`src/rtl/h_pair_sequencer_pkg.sv`:
```
// Shared S3.4 fixed-point constants, H-stage latency default and FSM encoding
// for the Hadamard pair sequencer.
package h_pair_sequencer_pkg;

    localparam int TOTAL_WIDTH   = 8;
    localparam int FRAC_BITS     = 4;
    localparam logic signed [TOTAL_WIDTH-1:0] ONE = 8'sd16;
    localparam int H_LATENCY_DEF = 2;

    typedef enum logic [1:0] {
        ST_IDLE  = 2'd0,
        ST_ISSUE = 2'd1,
        ST_DRAIN = 2'd2,
        ST_DONE  = 2'd3
    } seq_state_t;

endpackage

```
`src/rtl/h_pair_sequencer_if.sv`:
```
// Load/start/status, H-stage operand/result and readback bus of the sequencer.
interface h_pair_sequencer_if
    import h_pair_sequencer_pkg::*;
#(
    parameter int NQ = 3,
    parameter int TW = (NQ > 1) ? $clog2(NQ) : 1,
    parameter int W  = TOTAL_WIDTH
);
    logic                ld_en;
    logic [NQ-1:0]       ld_addr;
    logic signed [W-1:0] ld_r, ld_i;
    logic                start;
    logic [TW-1:0]       target;
    logic                busy;
    logic                done;
    logic                op_valid;
    logic signed [W-1:0] alpha_r, alpha_i, beta_r, beta_i;
    logic signed [W-1:0] h_alpha_r, h_alpha_i, h_beta_r, h_beta_i;
    logic [NQ-1:0]       rd_addr;
    logic signed [W-1:0] rd_r, rd_i;

    modport slave (
        input  ld_en, ld_addr, ld_r, ld_i, start, target,
        input  h_alpha_r, h_alpha_i, h_beta_r, h_beta_i, rd_addr,
        output busy, done, op_valid, alpha_r, alpha_i, beta_r, beta_i, rd_r, rd_i
    );

    modport master (
        output ld_en, ld_addr, ld_r, ld_i, start, target,
        output h_alpha_r, h_alpha_i, h_beta_r, h_beta_i, rd_addr,
        input  busy, done, op_valid, alpha_r, alpha_i, beta_r, beta_i, rd_r, rd_i
    );

endinterface

```
`src/rtl/h_pair_sequencer_pair_delay_line.sv`:
```
// Shift register carrying {valid, i0, i1} alongside the H stage so each result
// pair knows where to land.
module pair_delay_line #(
    parameter int DEPTH = 3,
    parameter int AW    = 3
) (
    input  logic             clk,
    input  logic             rst_n,
    input  logic             i_vld,
    input  logic [AW-1:0]    i_i0,
    input  logic [AW-1:0]    i_i1,
    output logic [DEPTH-1:0] o_vld_vec,
    output logic             o_vld,
    output logic [AW-1:0]    o_i0,
    output logic [AW-1:0]    o_i1
);
    logic [DEPTH-1:0] r_vld;
    logic [AW-1:0]    r_i0 [DEPTH];
    logic [AW-1:0]    r_i1 [DEPTH];

    always_ff @(posedge clk or negedge rst_n) begin
        if (!rst_n) begin
            r_vld <= '0;
            for (int k = 0; k < DEPTH; k++) begin
                r_i0[k] <= '0;
                r_i1[k] <= '0;
            end
        end else begin
            r_vld[0] <= i_vld;
            r_i0[0]  <= i_i0;
            r_i1[0]  <= i_i1;
            for (int k = 1; k < DEPTH; k++) begin
                r_vld[k] <= r_vld[k-1];
                r_i0[k]  <= r_i0[k-1];
                r_i1[k]  <= r_i1[k-1];
            end
        end
    end

    assign o_vld_vec = r_vld;
    assign o_vld     = r_vld[DEPTH-1];
    assign o_i0      = r_i0[DEPTH-1];
    assign o_i1      = r_i1[DEPTH-1];

endmodule

```
`src/rtl/h_pair_sequencer.sv`:
```
// Streams every (i, i | 1<<target) amplitude pair into the pipelined H stage
// and writes the returned pair back in place, one pair per cycle.
module h_pair_sequencer
    import h_pair_sequencer_pkg::*;
#(
    parameter int NQ        = 3,
    parameter int H_LATENCY = H_LATENCY_DEF,
    parameter int TW        = (NQ > 1) ? $clog2(NQ) : 1
) (
    input  logic         clk,
    input  logic         rst_n,
    h_pair_sequencer_if.slave io
);
    localparam int N     = 1 << NQ;
    localparam int NP    = N / 2;
    localparam int JW    = (NQ > 1) ? NQ - 1 : 1;
    localparam int DEPTH = H_LATENCY + 1;
    localparam int W     = TOTAL_WIDTH;

    // Pair j -> i0: j with a zero bit spliced in at the target position.
    function automatic logic [NQ-1:0] insert_zero(input logic [JW-1:0] j, input logic [TW-1:0] t);
        logic [NQ-1:0] jj;
        logic [NQ-1:0] mask;
        jj   = NQ'(j);
        mask = (NQ'(1) << t) - NQ'(1);
        return ((jj & ~mask) << 1) | (jj & mask);
    endfunction

    seq_state_t          r_state, w_state_nxt;
    logic [JW-1:0]       r_j;
    logic [TW-1:0]       r_target;
    logic signed [W-1:0] r_mem_r [N];
    logic signed [W-1:0] r_mem_i [N];
    logic signed [W-1:0] r_alpha_r_p1, r_alpha_i_p1, r_beta_r_p1, r_beta_i_p1;
    logic                r_vld_p1;
    logic signed [W-1:0] r_rd_r, r_rd_i;

    logic [NQ-1:0]       w_i0, w_i1;
    logic                w_start_ok, w_load_ok, w_issue, w_busy, w_done, w_pending;
    logic [DEPTH-1:0]    w_dl_vld_vec;
    logic                w_wb_vld;
    logic [NQ-1:0]       w_wb_i0, w_wb_i1;

    assign w_start_ok = (r_state == ST_IDLE) && io.start && (int'(io.target) < NQ);
    assign w_load_ok  = (r_state == ST_IDLE) && io.ld_en;
    assign w_i0       = insert_zero(r_j, r_target);
    assign w_i1       = w_i0 | (NQ'(1) << r_target);

    always_ff @(posedge clk or negedge rst_n) begin
        if (!rst_n) r_state <= ST_IDLE;
        else        r_state <= w_state_nxt;
    end

    always_comb begin
        w_state_nxt = r_state;
        case (r_state)
            ST_IDLE:  if (w_start_ok) w_state_nxt = ST_ISSUE;
            ST_ISSUE: if (r_j == JW'(NP - 1)) w_state_nxt = ST_DRAIN;
            ST_DRAIN: if (!w_pending) w_state_nxt = ST_DONE;
            ST_DONE:  w_state_nxt = ST_IDLE;
            default:  w_state_nxt = ST_IDLE;
        endcase
    end

    always_comb begin
        w_issue = (r_state == ST_ISSUE);
        w_busy  = (r_state != ST_IDLE);
        w_done  = (r_state == ST_DONE);
    end

    // Nothing is pushed while draining, so once only the output stage holds a
    // live pair, the line is empty after this edge's write-back.
    always_comb begin
        w_pending = 1'b0;
        for (int k = 0; k < DEPTH - 1; k++) w_pending = w_pending | w_dl_vld_vec[k];
    end

    always_ff @(posedge clk or negedge rst_n) begin
        if (!rst_n) begin
            r_j      <= '0;
            r_target <= '0;
        end else begin
            if (w_start_ok) r_target <= io.target;
            if (w_issue && r_j != JW'(NP - 1)) r_j <= r_j + JW'(1);
            else                               r_j <= '0;
        end
    end

    // --- stage p1: operand registers toward the H stage
    always_ff @(posedge clk or negedge rst_n) begin
        if (!rst_n) begin
            r_vld_p1     <= 1'b0;
            r_alpha_r_p1 <= '0;
            r_alpha_i_p1 <= '0;
            r_beta_r_p1  <= '0;
            r_beta_i_p1  <= '0;
        end else if (w_issue) begin
            r_vld_p1     <= 1'b1;
            r_alpha_r_p1 <= r_mem_r[w_i0];
            r_alpha_i_p1 <= r_mem_i[w_i0];
            r_beta_r_p1  <= r_mem_r[w_i1];
            r_beta_i_p1  <= r_mem_i[w_i1];
        end else begin
            r_vld_p1     <= 1'b0;
            r_alpha_r_p1 <= '0;
            r_alpha_i_p1 <= '0;
            r_beta_r_p1  <= '0;
            r_beta_i_p1  <= '0;
        end
    end

    pair_delay_line #(
        .DEPTH (DEPTH),
        .AW    (NQ)
    ) u_delay (
        .clk       (clk),
        .rst_n     (rst_n),
        .i_vld     (w_issue),
        .i_i0      (w_i0),
        .i_i1      (w_i1),
        .o_vld_vec (w_dl_vld_vec),
        .o_vld     (w_wb_vld),
        .o_i0      (w_wb_i0),
        .o_i1      (w_wb_i1)
    );

    // Loads only happen in IDLE and write-backs only while busy, so the two
    // write ports never collide.
    always_ff @(posedge clk or negedge rst_n) begin
        if (!rst_n) begin
            for (int k = 0; k < N; k++) begin
                r_mem_r[k] <= '0;
                r_mem_i[k] <= '0;
            end
        end else begin
            if (w_load_ok) begin
                r_mem_r[io.ld_addr] <= io.ld_r;
                r_mem_i[io.ld_addr] <= io.ld_i;
            end
            if (w_wb_vld) begin
                r_mem_r[w_wb_i0] <= io.h_alpha_r;
                r_mem_i[w_wb_i0] <= io.h_alpha_i;
                r_mem_r[w_wb_i1] <= io.h_beta_r;
                r_mem_i[w_wb_i1] <= io.h_beta_i;
            end
        end
    end

    always_ff @(posedge clk or negedge rst_n) begin
        if (!rst_n) begin
            r_rd_r <= '0;
            r_rd_i <= '0;
        end else begin
            r_rd_r <= r_mem_r[io.rd_addr];
            r_rd_i <= r_mem_i[io.rd_addr];
        end
    end

    assign io.busy     = w_busy;
    assign io.done     = w_done;
    assign io.op_valid = r_vld_p1;
    assign io.alpha_r  = r_alpha_r_p1;
    assign io.alpha_i  = r_alpha_i_p1;
    assign io.beta_r   = r_beta_r_p1;
    assign io.beta_i   = r_beta_i_p1;
    assign io.rd_r     = r_rd_r;
    assign io.rd_i     = r_rd_i;

endmodule

```
`src/flat_wrapper.sv`:
```
// flat-port wrapper written by rule: the top's interface ports become plain ports
module h_pair_sequencer_flat import h_pair_sequencer_pkg::*;
#(
    parameter int NQ        = 3,
    parameter int H_LATENCY = H_LATENCY_DEF,
    parameter int TW        = (NQ > 1) ? $clog2(NQ) : 1
)
  (clk, rst_n, io_ld_en, io_ld_addr, io_ld_r, io_ld_i, io_start, io_target, io_h_alpha_r, io_h_alpha_i, io_h_beta_r, io_h_beta_i, io_rd_addr, io_busy, io_done, io_op_valid, io_alpha_r, io_alpha_i, io_beta_r, io_beta_i, io_rd_r, io_rd_i);
  h_pair_sequencer_if #(.NQ(NQ), .TW(TW)) io_i ();
  input  logic clk;
  input  logic rst_n;
  input wire logic [$bits(io_i.ld_en)-1:0] io_ld_en;
  input wire logic [$bits(io_i.ld_addr)-1:0] io_ld_addr;
  input wire logic [$bits(io_i.ld_r)-1:0] io_ld_r;
  input wire logic [$bits(io_i.ld_i)-1:0] io_ld_i;
  input wire logic [$bits(io_i.start)-1:0] io_start;
  input wire logic [$bits(io_i.target)-1:0] io_target;
  input wire logic [$bits(io_i.h_alpha_r)-1:0] io_h_alpha_r;
  input wire logic [$bits(io_i.h_alpha_i)-1:0] io_h_alpha_i;
  input wire logic [$bits(io_i.h_beta_r)-1:0] io_h_beta_r;
  input wire logic [$bits(io_i.h_beta_i)-1:0] io_h_beta_i;
  input wire logic [$bits(io_i.rd_addr)-1:0] io_rd_addr;
  output wire logic [$bits(io_i.busy)-1:0] io_busy;
  output wire logic [$bits(io_i.done)-1:0] io_done;
  output wire logic [$bits(io_i.op_valid)-1:0] io_op_valid;
  output wire logic [$bits(io_i.alpha_r)-1:0] io_alpha_r;
  output wire logic [$bits(io_i.alpha_i)-1:0] io_alpha_i;
  output wire logic [$bits(io_i.beta_r)-1:0] io_beta_r;
  output wire logic [$bits(io_i.beta_i)-1:0] io_beta_i;
  output wire logic [$bits(io_i.rd_r)-1:0] io_rd_r;
  output wire logic [$bits(io_i.rd_i)-1:0] io_rd_i;
  assign io_i.ld_en = io_ld_en;
  assign io_i.ld_addr = io_ld_addr;
  assign io_i.ld_r = io_ld_r;
  assign io_i.ld_i = io_ld_i;
  assign io_i.start = io_start;
  assign io_i.target = io_target;
  assign io_i.h_alpha_r = io_h_alpha_r;
  assign io_i.h_alpha_i = io_h_alpha_i;
  assign io_i.h_beta_r = io_h_beta_r;
  assign io_i.h_beta_i = io_h_beta_i;
  assign io_i.rd_addr = io_rd_addr;
  assign io_busy = io_i.busy;
  assign io_done = io_i.done;
  assign io_op_valid = io_i.op_valid;
  assign io_alpha_r = io_i.alpha_r;
  assign io_alpha_i = io_i.alpha_i;
  assign io_beta_r = io_i.beta_r;
  assign io_beta_i = io_i.beta_i;
  assign io_rd_r = io_i.rd_r;
  assign io_rd_i = io_i.rd_i;
  h_pair_sequencer #(.NQ(NQ), .H_LATENCY(H_LATENCY), .TW(TW)) u_core (.clk(clk), .rst_n(rst_n), .io(io_i));
endmodule
```
`config.mk`:
```
export PLATFORM = sky130hd
export DESIGN_NAME = h_pair_sequencer_flat
export DESIGN_NICKNAME = d
export VERILOG_FILES = /design/src/rtl/h_pair_sequencer_pkg.sv /design/src/rtl/h_pair_sequencer_if.sv /design/src/rtl/h_pair_sequencer_pair_delay_line.sv /design/src/rtl/h_pair_sequencer.sv /design/src/flat_wrapper.sv
export SDC_FILE = /design/constraint.sdc
export NUM_CORES = 1
export LEC_CHECK = 0
export ABC_AREA = 1
export CAP_MARGIN = 20
export CORE_ASPECT_RATIO = 0.9
export CORE_MARGIN = 2
export CORE_UTILIZATION = 45
export DETAILED_ROUTE_END_ITERATION = 8
export PLACE_DENSITY = 0.67
export SLEW_MARGIN = 20
export SYNTH_ARGS = -nofsm -noshare
export SYNTH_HDL_FRONTEND = slang
export SYNTH_SLANG_ARGS = --single-unit
```
`constraint.sdc`:
```
create_clock -name clk -period 1.6 [get_ports clk]
set_input_delay 0.32 -clock clk [delete_from_list [all_inputs] [get_ports clk]]
set_output_delay 0.32 -clock clk [all_outputs]
set_load 0.01 [all_outputs]
```
## Word-level counts from Yosys, hierarchy flattened

Index checks and enable logic that the tools add are counted.

- Add/subtract/negate cells: 2
- Multipliers: 0
- Div/mod/pow operators: 0
- Order comparisons: 10
- Equality and inequality tests: 8
- Shift operators: 1
- Mux-type cells: 44
- Bitwise operators: 12
- Reduce and logical (&&, ||, !) cells: 10

Operators with widths:

| kind | number |
|---|---|
| 64-bit bitwise mux | 6 |
| 64-bit two-way mux | 4 |
| 8-bit two-way mux | 19 |
| 8-bit binary-select mux with 3-bit select | 6 |
| 8-bit demux with 3-bit select | 3 |
| 4-bit >= comparator, second input constant | 6 |
| 3-bit NOT with 4-bit output | 6 |
| 4-bit by 1-bit less-than comparator with 1-bit output, second input constant | 3 |
| 2-bit two-way mux | 4 |
| 2-bit one-hot mux with 4 select lines | 1 |
| 1-bit logical AND | 7 |
| 2-bit equality test, second input constant | 3 |
| 3-bit bitwise OR | 2 |
| 2-bit by 1-bit inequality test with 1-bit output, second input constant | 2 |
| 2-bit inequality test, second input constant | 2 |
| 2-bit by 3-bit AND with 3-bit output | 1 |
| 3-bit AND reduction | 1 |
| 1-bit by 2-bit << shifter with 3-bit output, first input constant | 1 |
| 3-bit by 2-bit subtractor with 3-bit output, second input constant | 1 |
| 2-bit by 1-bit adder with 2-bit output, second input constant | 1 |
| 2-bit AND | 1 |
| 2-bit by 1-bit equality test with 1-bit output, second input constant | 1 |
| 2-bit zero test | 1 |
| 2-bit less-than comparator, second input constant | 1 |
| 4 further kinds | 4 |

- Bits in registers: 204
- Latch bits: 0
- RAM bits: 0
- ROM bits: 0
- Input bits: 60
- Memories kept: 0

## Depth between registers and ports, before layout

Gate-level depths: netlist of the first run.

- Word-level depth: 11
- Mapped depth: 11
- Gate-level depth less buffers: 9

## By module

From an unflattened synthesis of the first run, not the netlist that was laid out.

- Cells, all modules: 2147
- Area total of the unflattened synthesis: 14144.8 µm²

By module, submodules not included:

| module | times used | cells an instance | area each (µm²) | seq. area each (µm²) |
|---|---|---|---|---|
| h_pair_sequencer | 1 | 2119 | 13566.8 | 4579.4 |
| pair_delay_line | 1 | 28 | 578.1 | 525.5 |

## Least setup slack after synthesis of the first run

No wires, ideal clock.

- Path kind: register to register
- Start point: register u_core.r_state[0]
- End point: register u_core.r_mem_r[10] in the netlist's numbering
- Data arrival time: 1.612 ns
- Required time: 1.480 ns
- Setup slack: -0.131 ns
- Cell stages (with the launch flop): 11
- Period minus slack after synthesis: 1.731 ns
- Path through: dfrtp_1 -> inv_1 -> ha_1 -> nand2_1 -> nor2_4 -> nand2_2 -> inv_1 -> buf_4 -> nor2_1 -> o21ai_0 -> inv_1

- Word-level cells in the longest chain between the ends: 6

RTL lines:

| item | RTL line | RTL |
|---|---|---|
| start, declared | h_pair_sequencer.sv:29 | `seq_state_t r_state, w_state_nxt;` |
| start signal, assigned | h_pair_sequencer.sv:51 | `else r_state <= w_state_nxt;` |
| 2-bit zero test * | h_pair_sequencer.sv:45 | `assign w_load_ok = (r_state == ST_IDLE) && io.ld_en;` |
| 1-bit logical AND * | h_pair_sequencer.sv:45 |  |
| 64-bit two-way mux * | h_pair_sequencer.sv:136 | `if (w_load_ok) begin` |
| 64-bit bitwise mux | h_pair_sequencer.sv:141 | `r_mem_r[w_wb_i0] <= io.h_alpha_r;` |
| 64-bit bitwise mux | h_pair_sequencer.sv:143 | `r_mem_r[w_wb_i1] <= io.h_beta_r;` |
| 64-bit two-way mux * | h_pair_sequencer.sv:140 | `if (w_wb_vld) begin` |
| end signal, assigned by index | h_pair_sequencer.sv:137 | `r_mem_r[io.ld_addr] <= io.ld_r;` |
| end signal, assigned by index | h_pair_sequencer.sv:141 |  |
| end signal, assigned by index | h_pair_sequencer.sv:143 |  |
| end, declared | h_pair_sequencer.sv:32 | `logic signed [W-1:0] r_mem_r [N];` |

Every way passes the cells marked *; elsewhere a longest branch is shown, timed or not.
A chain may end at the register's enable or synchronous reset.

## Final worst setup path of the first run

- Start point: register u_core.r_state[1]
- End point: register u_core.r_mem_r[31] in the netlist's numbering

Same word-level chain as after synthesis.

==> results of run 1 <==
flip-flops by register name (all words and copies together), names as in the netlist, 3 cells and up:
register	flops
u_core.io.beta_i	8
u_core.u_delay.o_i1	3
u_core.u_delay.o_i0	3
u_core.r_mem_i	64
u_core.r_mem_r	64
u_core.u_delay.r_i1	6
u_core.io.beta_r	8
u_core.io.alpha_i	8
u_core.io.alpha_r	8
u_core.io.rd_i	8
u_core.io.rd_r	8
u_core.u_delay.r_i0	6
u_core.u_delay.o_vld_vec	3
cells in the mapped netlist:
library cell / number / area share (%)
clkbuf_2: 1 / 0.036
o21ai_0: 354 / 13
ha_1: 6 / 0.54
o211ai_1: 179 / 9.6
a21oi_1: 109 / 3.9
clkbuf_1: 92 / 2.5
buf_1: 10 / 0.27
nor2_1: 122 / 3.3
clkinv_1: 1 / 0.027
o21ai_2: 2 / 0.12
nor3_1: 3 / 0.11
buf_2: 42 / 1.5
nand3_2: 1 / 0.071
o22ai_1: 7 / 0.31
inv_1: 284 / 7.6
o21a_1: 16 / 0.86
nor2_2: 3 / 0.13
nor2_4: 2 / 0.16
nand3_1: 134 / 4.8
nand2_1: 531 / 14
dfrtp_1: 203 / 36
inv_2: 5 / 0.13
o21ai_1: 15 / 0.54
buf_4: 6 / 0.32
nand2_2: 5 / 0.22
logic make-up after synthesis:
kind of cell	after synthesis	share of synthesized area, %
AOI/OAI and AO/OA	682	27.9
and+or+nand+nor	801	23.0
DFF	203	36.2
adders and majority gates	6	0.535
buffers and inverters	441	12.3
worst max path at each step:
| stage | from | end | cells past startpoint |
|---|---|---|---|
| 6_report | u_core.r_state[1] | u_core.r_mem_r[31] | 12 |
| 5_1_grt | u_core.r_state[1] | u_core.r_mem_r[27] | 11 |
| 4_1_cts | u_core.r_state[0] | io_busy | 5 |
| 3_5_place_dp | io_ld_en | u_core.r_mem_r[59] | 9 |
| 3_3_place_gp | io_ld_en | u_core.r_mem_r[59] | 9 |
| 2_1_floorplan | u_core.r_state[1] | u_core.r_mem_r[44] | 10 |
stage by stage:
stage	utilization (%)	worst slack (ps)	area, um^2
floorplan	-	0.690	14100
global placement	55.9	-413	17200
detailed placement	55.9	-406	17200
CTS	64.2	-186	19700
global route	70.0	-343	21500
finish	70.1	-279	21600
worst max-delay path: stages, from the launching register on:
cell and delay (ps):
dfrtp_1 390, inv_2 90, ha_4 150, buf_12 140, nand2_4 50, nor2_4 170, buf_8 180, nand2_8 100
buf_8 190, nand2_2 70, o211ai_1 90, nand2_1 90, inv_1 50
area by class of cell:
class / instances / area share (%)
Multi-Input combinational cell: 1489 / 41.1
Timing Repair Buffer: 416 / 24.0
Sequential cell: 203 / 23.6
Inverter: 290 / 5.21
Clock buffer: 33 / 3.13
Tap cell: 409 / 2.37
Clock inverter: 10 / 0.563
Antenna cell: 2 / 0.0232
layer usage:
layer | vias up | track usage (%) | wire (um)
li1 | 7647 | - | -
met1 | 8120 | 56.9 | 27300
met2 | 1537 | 57.9 | 29000
met3 | 361 | 15.9 | 11700
met4 | 0 | 15.6 | 4490
met5 | - | 0 | 0
where the power goes:
part	internal (mW)	switching (mW)
clock network	3.27	2.37
logic	12.7	16.6
registers	7.48	3.34
total	23.4	22.3
timing repair:
action / in CTS / in global routing
gates resized for setup: 420 / 328
endpoints found under the hold margin: 24 / 0
cloned: 23 / 19
pin swaps: 85 / 166
hold buffers: 1 / 0
setup endpoints to repair: 210 / 165
setup buffers: 34 / 34
==> results.sh, run 1 <==
export IMPL_status="finished, violations left"
export IMPL_violations="setup timing"
export IMPL_routedWlPerCell_um=25.4
export IMPL_reg2reg_to="u_core.r_mem_r[31]"
export IMPL_critPathLaunchType="flop"
export IMPL_synth_seq_area_share_pct=36.2
export IMPL_die_area_um2=32600
export IMPL_die_h_um=171
export IMPL_critPathMaxFanout=7
export IMPL_vias_per_cell=6.19
export IMPL_clockBufferDepth=3
export IMPL_dp_hpwl_um=45900
export IMPL_core_area_um2=30800
export IMPL_clk_latency_ps=560
export IMPL_antenna_found_initial=0
export IMPL_fin_cells=2852
export IMPL_worst_slack_ps=-279
export IMPL_p_per_area_nw_per_um2=2120
export IMPL_final_cell_mix="nand2_1 (389), inv_1 (273), o21ai_0 (227), dfrtp_1 (199), o211ai_1 (179)"
export IMPL_seqCellArea_um2=5090
export IMPL_initial_utilization_pct=45.6
export IMPL_cts_buffers=24
export IMPL_yosys_warnings=0
export IMPL_synthCells=2133
export IMPL_worstSetupEndpointType="flop"
export IMPL_r2r_cells=12
export IMPL_ioPinCount=111
export IMPL_fillers=2407
export IMPL_wl_um=72500
export IMPL_grt_pass1_vias=15200
export IMPL_drt_drc_violations_left=0
export IMPL_synth_distinct_cells=25
export IMPL_arrival_ps=2330
export IMPL_htree_levels=1
export IMPL_die_w_um=190
export IMPL_finalHoldViolCount=0
export IMPL_whs_ps=258
export IMPL_worstSetupPathType="reg -> reg"
export IMPL_grt_usage_pct=41.2
export IMPL_slew_headroom_pct=50.3
export IMPL_avgSynthCellArea_um2=6.57
export IMPL_gr_total_overflow=0
export IMPL_drtIter0Drc=3452
export IMPL_final_common_cell="nand2_1"
export IMPL_firstDrtPassIters=7
export IMPL_io_buffers=110
export IMPL_synth_area_um2=14000
export IMPL_finalCritPeriodShare_pct=117
export IMPL_tightest_slew_ps=743
export IMPL_ys_seq_elements=203
export IMPL_gp_congestion=1.01
export IMPL_grt_max_degree=65
export IMPL_multi_input_area_um2=8850
export IMPL_num_vias=17700
export IMPL_cap_violations=0
export IMPL_fin_tns_setup_ps=-28890
export IMPL_post_route_min_period_ps=1880
export IMPL_root_buffer="clkbuf_16"
export IMPL_nets=2490
export IMPL_cts_sinks=203
export IMPL_syn_nets=2199
export IMPL_dp_cells=2709
export IMPL_cts_tree="done"
export IMPL_vdd_ir_drop_max_uv=1510
export IMPL_route_antenna_remaining_nets=0
export IMPL_setup_violations=164
export IMPL_leakagePower_nw=10.4
export IMPL_required_ps=2050
export IMPL_clk_pin_slew_worst_paths_ps=60
export IMPL_drive_gt1_share_pct=29.4
export IMPL_r2r_slack_ps=-280
export IMPL_timing_rr_start="u_core.r_state[1]"
export IMPL_grt_pass1_wl_um=98900
export IMPL_fin_total_pwr_mw=45.7
export IMPL_max_freq_ghz=0.532
export IMPL_rsz0062_at_grt="yes"
export IMPL_rows=61
export IMPL_finalMaxSlewViolations=0
export IMPL_skew_ps=30.1
export IMPL_area_delta_synth_final_pct=53.7
export IMPL_worstHoldPathType="in -> async"
Power figures use the tool's default switching activity.
==> inputs of run 2 (changes only) <==
--- a/config.mk
+++ b/config.mk
@@ -12,6 +12,7 @@
 export CORE_UTILIZATION = 45
 export DETAILED_ROUTE_END_ITERATION = 8
 export PLACE_DENSITY = 0.67
+export REMOVE_ABC_BUFFERS = 1
 export SLEW_MARGIN = 20
 export SYNTH_ARGS = -nofsm -noshare
 export SYNTH_HDL_FRONTEND = slang
==> run 2 against run 1 <==
- the flow still finishes with violations (setup timing)
- worst hold slack better by 23 ps
- final area is 13% lower
- sequential share of layout area is 3.4 points higher
- clock power is 3.7% higher
- largest cell class unchanged
==> results.sh, run 2 (synthesis results as in run 1) <==
export IMPL_max_freq_ghz=0.555
export IMPL_htree_levels=1
export IMPL_worstSetupEndpointType="flop"
export IMPL_finalCritPeriodShare_pct=113
export IMPL_route_antenna_remaining_nets=0
export IMPL_tightest_slew_ps=466
export IMPL_clk_pin_slew_worst_paths_ps=60
export IMPL_clk_latency_ps=540
export IMPL_finalMaxSlewViolations=0
export IMPL_diodes=0
export IMPL_required_ps=2020
export IMPL_finalHoldViolCount=0
export IMPL_root_buffer="clkbuf_16"
export IMPL_violations="setup timing"
export IMPL_multi_input_area_um2=7730
export IMPL_initial_utilization_pct=45.6
export IMPL_grt_pass1_vias=15100
export IMPL_grt_usage_pct=34.7
export IMPL_arrival_ps=2220
export IMPL_die_h_um=171
export IMPL_antenna_found_initial=0
export IMPL_post_route_min_period_ps=1800
export IMPL_num_vias=16500
export IMPL_critPathLaunchType="flop"
export IMPL_vias_per_cell=6.02
export IMPL_nets=2387
export IMPL_status="finished, violations left"
export IMPL_largestRegisters="u_core.r_mem_i x64, u_core.r_mem_r x64"
export IMPL_cts_buffers=25
export IMPL_rsz0062_at_grt="yes"
export IMPL_ioPinCount=111
export IMPL_leakagePower_nw=9.35
export IMPL_dp_hpwl_um=38800
export IMPL_worst_slack_ps=-203
export IMPL_routedWlPerCell_um=22.2
export IMPL_io_buffers=110
export IMPL_fin_total_pwr_mw=38.2
export IMPL_firstDrtPassIters=6
export IMPL_drtIter0Drc=2496
export IMPL_die_area_um2=32600
export IMPL_final_common_cell="nand2_1"
export IMPL_whs_ps=281
export IMPL_worstHoldPathType="in -> async"
export IMPL_clockBufferDepth=3
export IMPL_critPathMaxFanout=12
export IMPL_die_w_um=190
export IMPL_p_per_area_nw_per_um2=2030
export IMPL_rows=61
export IMPL_gr_total_overflow=0
export IMPL_worstSetupPathType="reg -> reg"
export IMPL_grt_pass1_wl_um=86800
export IMPL_cts_sinks=203
export IMPL_drt_drc_violations_left=0
export IMPL_cap_violations=0
export IMPL_area_delta_synth_final_pct=34.3
export IMPL_seqCellArea_um2=5090
export IMPL_vdd_ir_drop_max_uv=1090
export IMPL_wl_um=61000
export IMPL_drive_gt1_share_pct=16.6
export IMPL_fin_tns_setup_ps=-12240
export IMPL_gp_congestion=0.995
export IMPL_fillers=2689
export IMPL_core_area_um2=30800
export IMPL_cts_tree="done"
export IMPL_setup_violations=137
export IMPL_grt_max_degree=54
export IMPL_slew_headroom_pct=68.8
export IMPL_skew_ps=20.3
export IMPL_final_cell_mix="nand2_1 (459), o21ai_0 (276), inv_1 (274), dfrtp_1 (198), o211ai_1 (179)"
-- run 2: cell count changes in the layout (fill, tap and decap cells not counted), sizes merged, moves of 2 or more --
cell / change
clkinv: -2
clkinvlp: -4
buf: -92
clkbuf: -5
diode: -2
-- run 2: worst max-delay path: stages, from the launching register on --
cell and delay, ps:
dfrtp_1 390, inv_2 80, ha_4 180, nand2_4 60, nor2_4 160, buf_6 170, buf_12 110, nand2_8 70
buf_6 170, nand2_1 60, o211ai_1 90, nand2_1 100, inv_1 50
-- run 2: per-layer routing --
metal	vias up	global-route usage [%]	share of wire [%]
li1	7424	-	-
met2	1306	53.6	43
met5	-	0	0
met4	0	15.2	6.2
met3	276	6.81	13
met1	7525	47.5	38
-- run 2: worst paths after layout --
path	cells after the start	end	slack (ps)	startpoint
worst max-delay path	12	u_core.r_mem_r[42]	-200	u_core.r_state[0]
worst min-delay path	2	u_core.io.rd_r[7]	280	rst_n
worst max register to register	12	u_core.r_mem_r[42]	-200	u_core.r_state[0]
worst min register to register	0	u_core.u_delay.r_i1[5]	350	u_core.u_delay.r_i1[8]
min in group clk	0	u_core.u_delay.r_i1[5]	350	u_core.u_delay.r_i1[8]
max in group asynchronous	3	u_core.u_delay.o_vld_vec[2]	620	rst_n
-- run 2: what timing repair did --
item,CTS,global route
pin swaps,21,84
buffers inserted,10,12
cloned,6,15
gates resized for setup,176,182
hold endpoints to repair,32,0
endpoints found under the setup margin,182,164
hold buffers,1,0
-- run 2: report_power, final --
| group | internal, mW | switching (mW) | total, mW |
|---|---|---|---|
| combinational | 9.09 | 13.6 | 22.7 |
| sequential | 7.50 | 2.13 | 9.63 |
| clock | 3.55 | 2.31 | 5.85 |
| total | 20.1 | 18.1 | 38.2 |
-- run 2: area by class of cell --
class	instances	share of cell area (%)
multi-input cells	1489	41.0
flip-flops and latches	203	27.0
repair buffers	312	18.9
inverters	290	5.86
clock buffers	39	4.03
well taps	409	2.72
clock inverters	5	0.399
-- run 2: through the flow --
step	instance area (um^2)	setup WS, ps	util, %	cells
floorplan	13400	-1820	-	1982
global placement	16700	-417	54.3	2659
detailed placement	16700	-444	54.3	2659
CTS	18000	-154	58.4	2720
global route	18800	-286	61.2	2747
finish	18800	-203	61.2	2747
==> inputs of run 3 (changes only) <==
--- a/config.mk
+++ b/config.mk
@@ -5,7 +5,7 @@
 export SDC_FILE = /design/constraint.sdc
 export NUM_CORES = 1
 export LEC_CHECK = 0
-export ABC_AREA = 1
+export ABC_AREA = 0
 export CAP_MARGIN = 20
 export CORE_ASPECT_RATIO = 0.9
 export CORE_MARGIN = 2
==> run 3 against run 2 <==
- the run still ends with setup timing left
- power is 3.4% higher
- sequential power is 9% higher
- area after synthesis is 11% lower
- utilization is 4.1 points higher
- via count is 15% lower
- die area is 11% lower
- wire length is 2.9% lower
- flip-flop and latch count stayed put
- worst setup slack worse by 68 ps
- critical endpoint is now u_core.io.beta_i[1]
- largest power group unchanged
==> results.sh, run 3 <==
export IMPL_status="finished, violations left"
export IMPL_violations="setup timing"
export IMPL_worst_slack_ps=-270
export IMPL_die_w_um=179
export IMPL_drt_drc_violations_left=0
export IMPL_sw_frac_of_total_pct=44.6
export IMPL_area_delta_synth_final_pct=42.1
export IMPL_clkPwrFrac_pct=14.1
export IMPL_worstSetupEndpointType="flop"
export IMPL_ys_top_cells_by_area="dfrtp_1 (41%), a32oi_1 (9.0%), nand2_1 (8.8%), o22ai_1 (6.4%), mux4_2 (5.8%)"
export IMPL_grt_util_met3_pct=12.7
export IMPL_largestRegisters="u_core.r_mem_i x64, u_core.r_mem_r x64"
export IMPL_final_common_cell="nand2_1"
export IMPL_finalMaxSlewViolations=0
export IMPL_comb_power_share_pct=59.4
export IMPL_clockBufferDepth=3
export IMPL_ys_flop_type="dfrtp_1"
export IMPL_clk_pin_slew_worst_paths_ps=60
export IMPL_skew_ps=14.5
export IMPL_yosysTopAreaCell="dfrtp_1"
export IMPL_core_area_um2=27100
export IMPL_max_stage_delay_ps=450
export IMPL_synth_fa_ha_area_share_pct=0.603
export IMPL_ys_top_cells_by_count="nand2_1 (292), dfrtp_1 (203), a32oi_1 (128), o22ai_1 (128), clkbuf_1 (110)"
export IMPL_gr_total_overflow=0
export IMPL_ioPinCount=111
export IMPL_cts_sinks=203
export IMPL_cts_tree="done"
export IMPL_yosys_area_top_type_share_pct=40.8
export IMPL_max_freq_ghz=0.535
export IMPL_grt_use_met1_pct=50.6
export IMPL_use_met2_pct=57.5
export IMPL_io_buffers=110
export IMPL_synth_xor_area_share_pct=0
export IMPL_die_area_um2=29000
export IMPL_cts_buffers=25
export IMPL_grt_max_degree=57
export IMPL_synth_compound_area_share_pct=26.6
export IMPL_post_route_min_period_ps=1870
export IMPL_setup_violations=164
export IMPL_avgSynthCellArea_um2=9.17
export IMPL_required_ps=2000
export IMPL_rows=57
export IMPL_route_antenna_remaining_nets=0
export IMPL_synthCells=1357
export IMPL_drive_gt1_share_pct=32.9
export IMPL_crit_slowest_cell="dfrtp_2"
export IMPL_arrival_ps=2270
export IMPL_crit_path_cell_trace="or3_4 > nand2_8 > buf_16 > buf_6 > a211oi_4 > nor4_2"
export IMPL_wl_um=59200
export IMPL_dp_slack_ps=-367
export IMPL_tightest_slew_ps=535
export IMPL_rsz0062_at_grt="yes"
export IMPL_vdd_ir_drop_max_uv=1020
export IMPL_routedWlPerCell_um=30.9
export IMPL_grt_usage_pct=38.7
export IMPL_finalHoldViolCount=0
export IMPL_synth_async_sr_flop_share_pct=100
export IMPL_antenna_found_initial=0
export IMPL_internal_power_mw=21.9
export IMPL_grt_pass1_vias=13500
export IMPL_ys_seq_elements=203
export IMPL_fin_total_pwr_mw=39.5
export IMPL_whs_ps=276
export IMPL_yosys_warnings=0
export IMPL_num_vias=14100
export IMPL_power_switching_mw=17.6
export IMPL_synth_seq_area_share_pct=40.8
export IMPL_cap_violations=0
export IMPL_drtIter0Drc=2502
export IMPL_dp_cells=1832
export IMPL_yosys_area_share_simple_pct=16.3
export IMPL_critPathMaxFanout=6
export IMPL_grt_busiest_layer="met2"
export IMPL_fin_tns_setup_ps=-27270
export IMPL_grt_pass1_wl_um=83700
export IMPL_gp_congestion=1.05
export IMPL_p_per_area_nw_per_um2=2230
export IMPL_synthMuxAreaShare_pct=9.17
export IMPL_fin_cells=1920
export IMPL_slew_headroom_pct=64.0
export IMPL_synth_distinct_cells=56
export IMPL_synth_top_family_by_area="compound AO/OA/AOI/OAI gates"
export IMPL_worstHoldPathType="in -> async"
export IMPL_worstSetupPathType="reg -> reg"
export IMPL_final_cell_mix="nand2_1 (260), dfrtp_1 (196), o22ai_1 (128), buf_4 (122), a32oi_1 (118)"
export IMPL_firstDrtPassIters=6
export IMPL_critPathLaunchType="flop"
export IMPL_synth_most_common_cell="nand2_1"
export IMPL_root_buffer="clkbuf_16"
export IMPL_die_h_um=162
export IMPL_fillers=2111
export IMPL_p_seq_share_pct=26.5
export IMPL_clk_latency_ps=530
export IMPL_dp_hpwl_um=36900
export IMPL_htree_levels=1
export IMPL_leakagePower_nw=7.30
export IMPL_synth_edf_count=0
export IMPL_vias_per_cell=7.34
export IMPL_finalCritPeriodShare_pct=117
export IMPL_nets=1615
export IMPL_initial_utilization_pct=45.9
export IMPL_diodes=0
export IMPL_synth_area_um2=12400
-- run 3: changes by cell type after synthesis, moves of 35 or more --
cell | before | now
and3_1 | 0 | 35
nor2_1 | 122 | 14
a32oi_1 | 0 | 128
o211ai_1 | 179 | 0
o22ai_1 | 7 | 128
inv_1 | 284 | 7
nand2_1 | 531 | 292
nand3_1 | 134 | 13
o21ai_0 | 354 | 19
a21oi_1 | 109 | 35
-- run 3: what timing repair did --
action                                  in CTS  in global routing
hold buffers                                 1                  0
setup buffers                               23                 14
hold endpoints to repair                    27                  0
pin swaps                                   92                 92
cloned                                      12                  5
endpoints found under the setup margin     213                164
resized for setup                          221                140
-- run 3: metal layers --
metal	part of all wire, %	vias to the layer above
met5	0.096	-
met3	16	377
met1	35	6745
met2	43	1400
li1	-	5578
met4	7.3	2
-- run 3: metrics by stage --
step	area [um^2]	utilization, %
finish	17700	65.3
global route	17700	65.3
floorplan	11700	-
detailed placement	15100	55.6
global placement	15100	55.6
CTS	17000	62.7
-- run 3: final cells by class --
| cell class | instances | area (um^2) | area share [%] |
|---|---|---|---|
| clock inverters | 6 | 57.6 | 0.325 |
| clock buffers | 38 | 724 | 4.10 |
| well taps | 354 | 443 | 2.50 |
| repair buffers | 343 | 3700 | 20.9 |
| multi-input cells | 962 | 7600 | 43.0 |
| flip-flops and latches | 203 | 5090 | 28.8 |
| inverters | 14 | 75.1 | 0.424 |
-- run 3: power by group through the flow --
stage               logic (mW)  registers (mW)  clock network, mW
finish                    23.5            10.5               5.56
detailed placement        17.4            9.93                  0
global placement          17.1            9.84                  0
floorplan                 8.72            9.66                  0
CTS                       20.9            9.97               5.56
global route              24.2            10.6               5.78
-- run 3: worst max-delay path, delay by kind of cell, from the launching register on --
family                 cells  cell delay, ps
buffers and inverters      2             270
flip-flops                 1             450
AO/OA/AOI/OAI              1              50
AND/OR/NAND/NOR            3             960
-- run 3: path summary, 6_finish.rpt --
check                      slack [ps]              startpoint  cells past startpoint                      to
setup / recovery                 -270      u_core.r_target[0]                      6     u_core.io.beta_i[1]
hold / removal                    280                   rst_n                      2     u_core.io.beta_i[2]
setup reg to reg                 -270      u_core.r_target[0]                      6     u_core.io.beta_i[1]
hold reg to reg                   350  u_core.u_delay.r_i0[3]                      0  u_core.u_delay.o_i0[0]
max in group asynchronous         750                   rst_n                      3      u_core.r_mem_r[61]
min in group clk                  350  u_core.u_delay.r_i0[3]                      0  u_core.u_delay.o_i0[0]
-- run 3: cells by family (layout without fill, tap and decap cells) --
group | after synthesis | after routing
fa+ha+maj | 6 | 6
simple gates | 441 | 441
mux | 72 | 72
compound gates | 443 | 443
flops | 203 | 203
buf+inv | 192 | 401
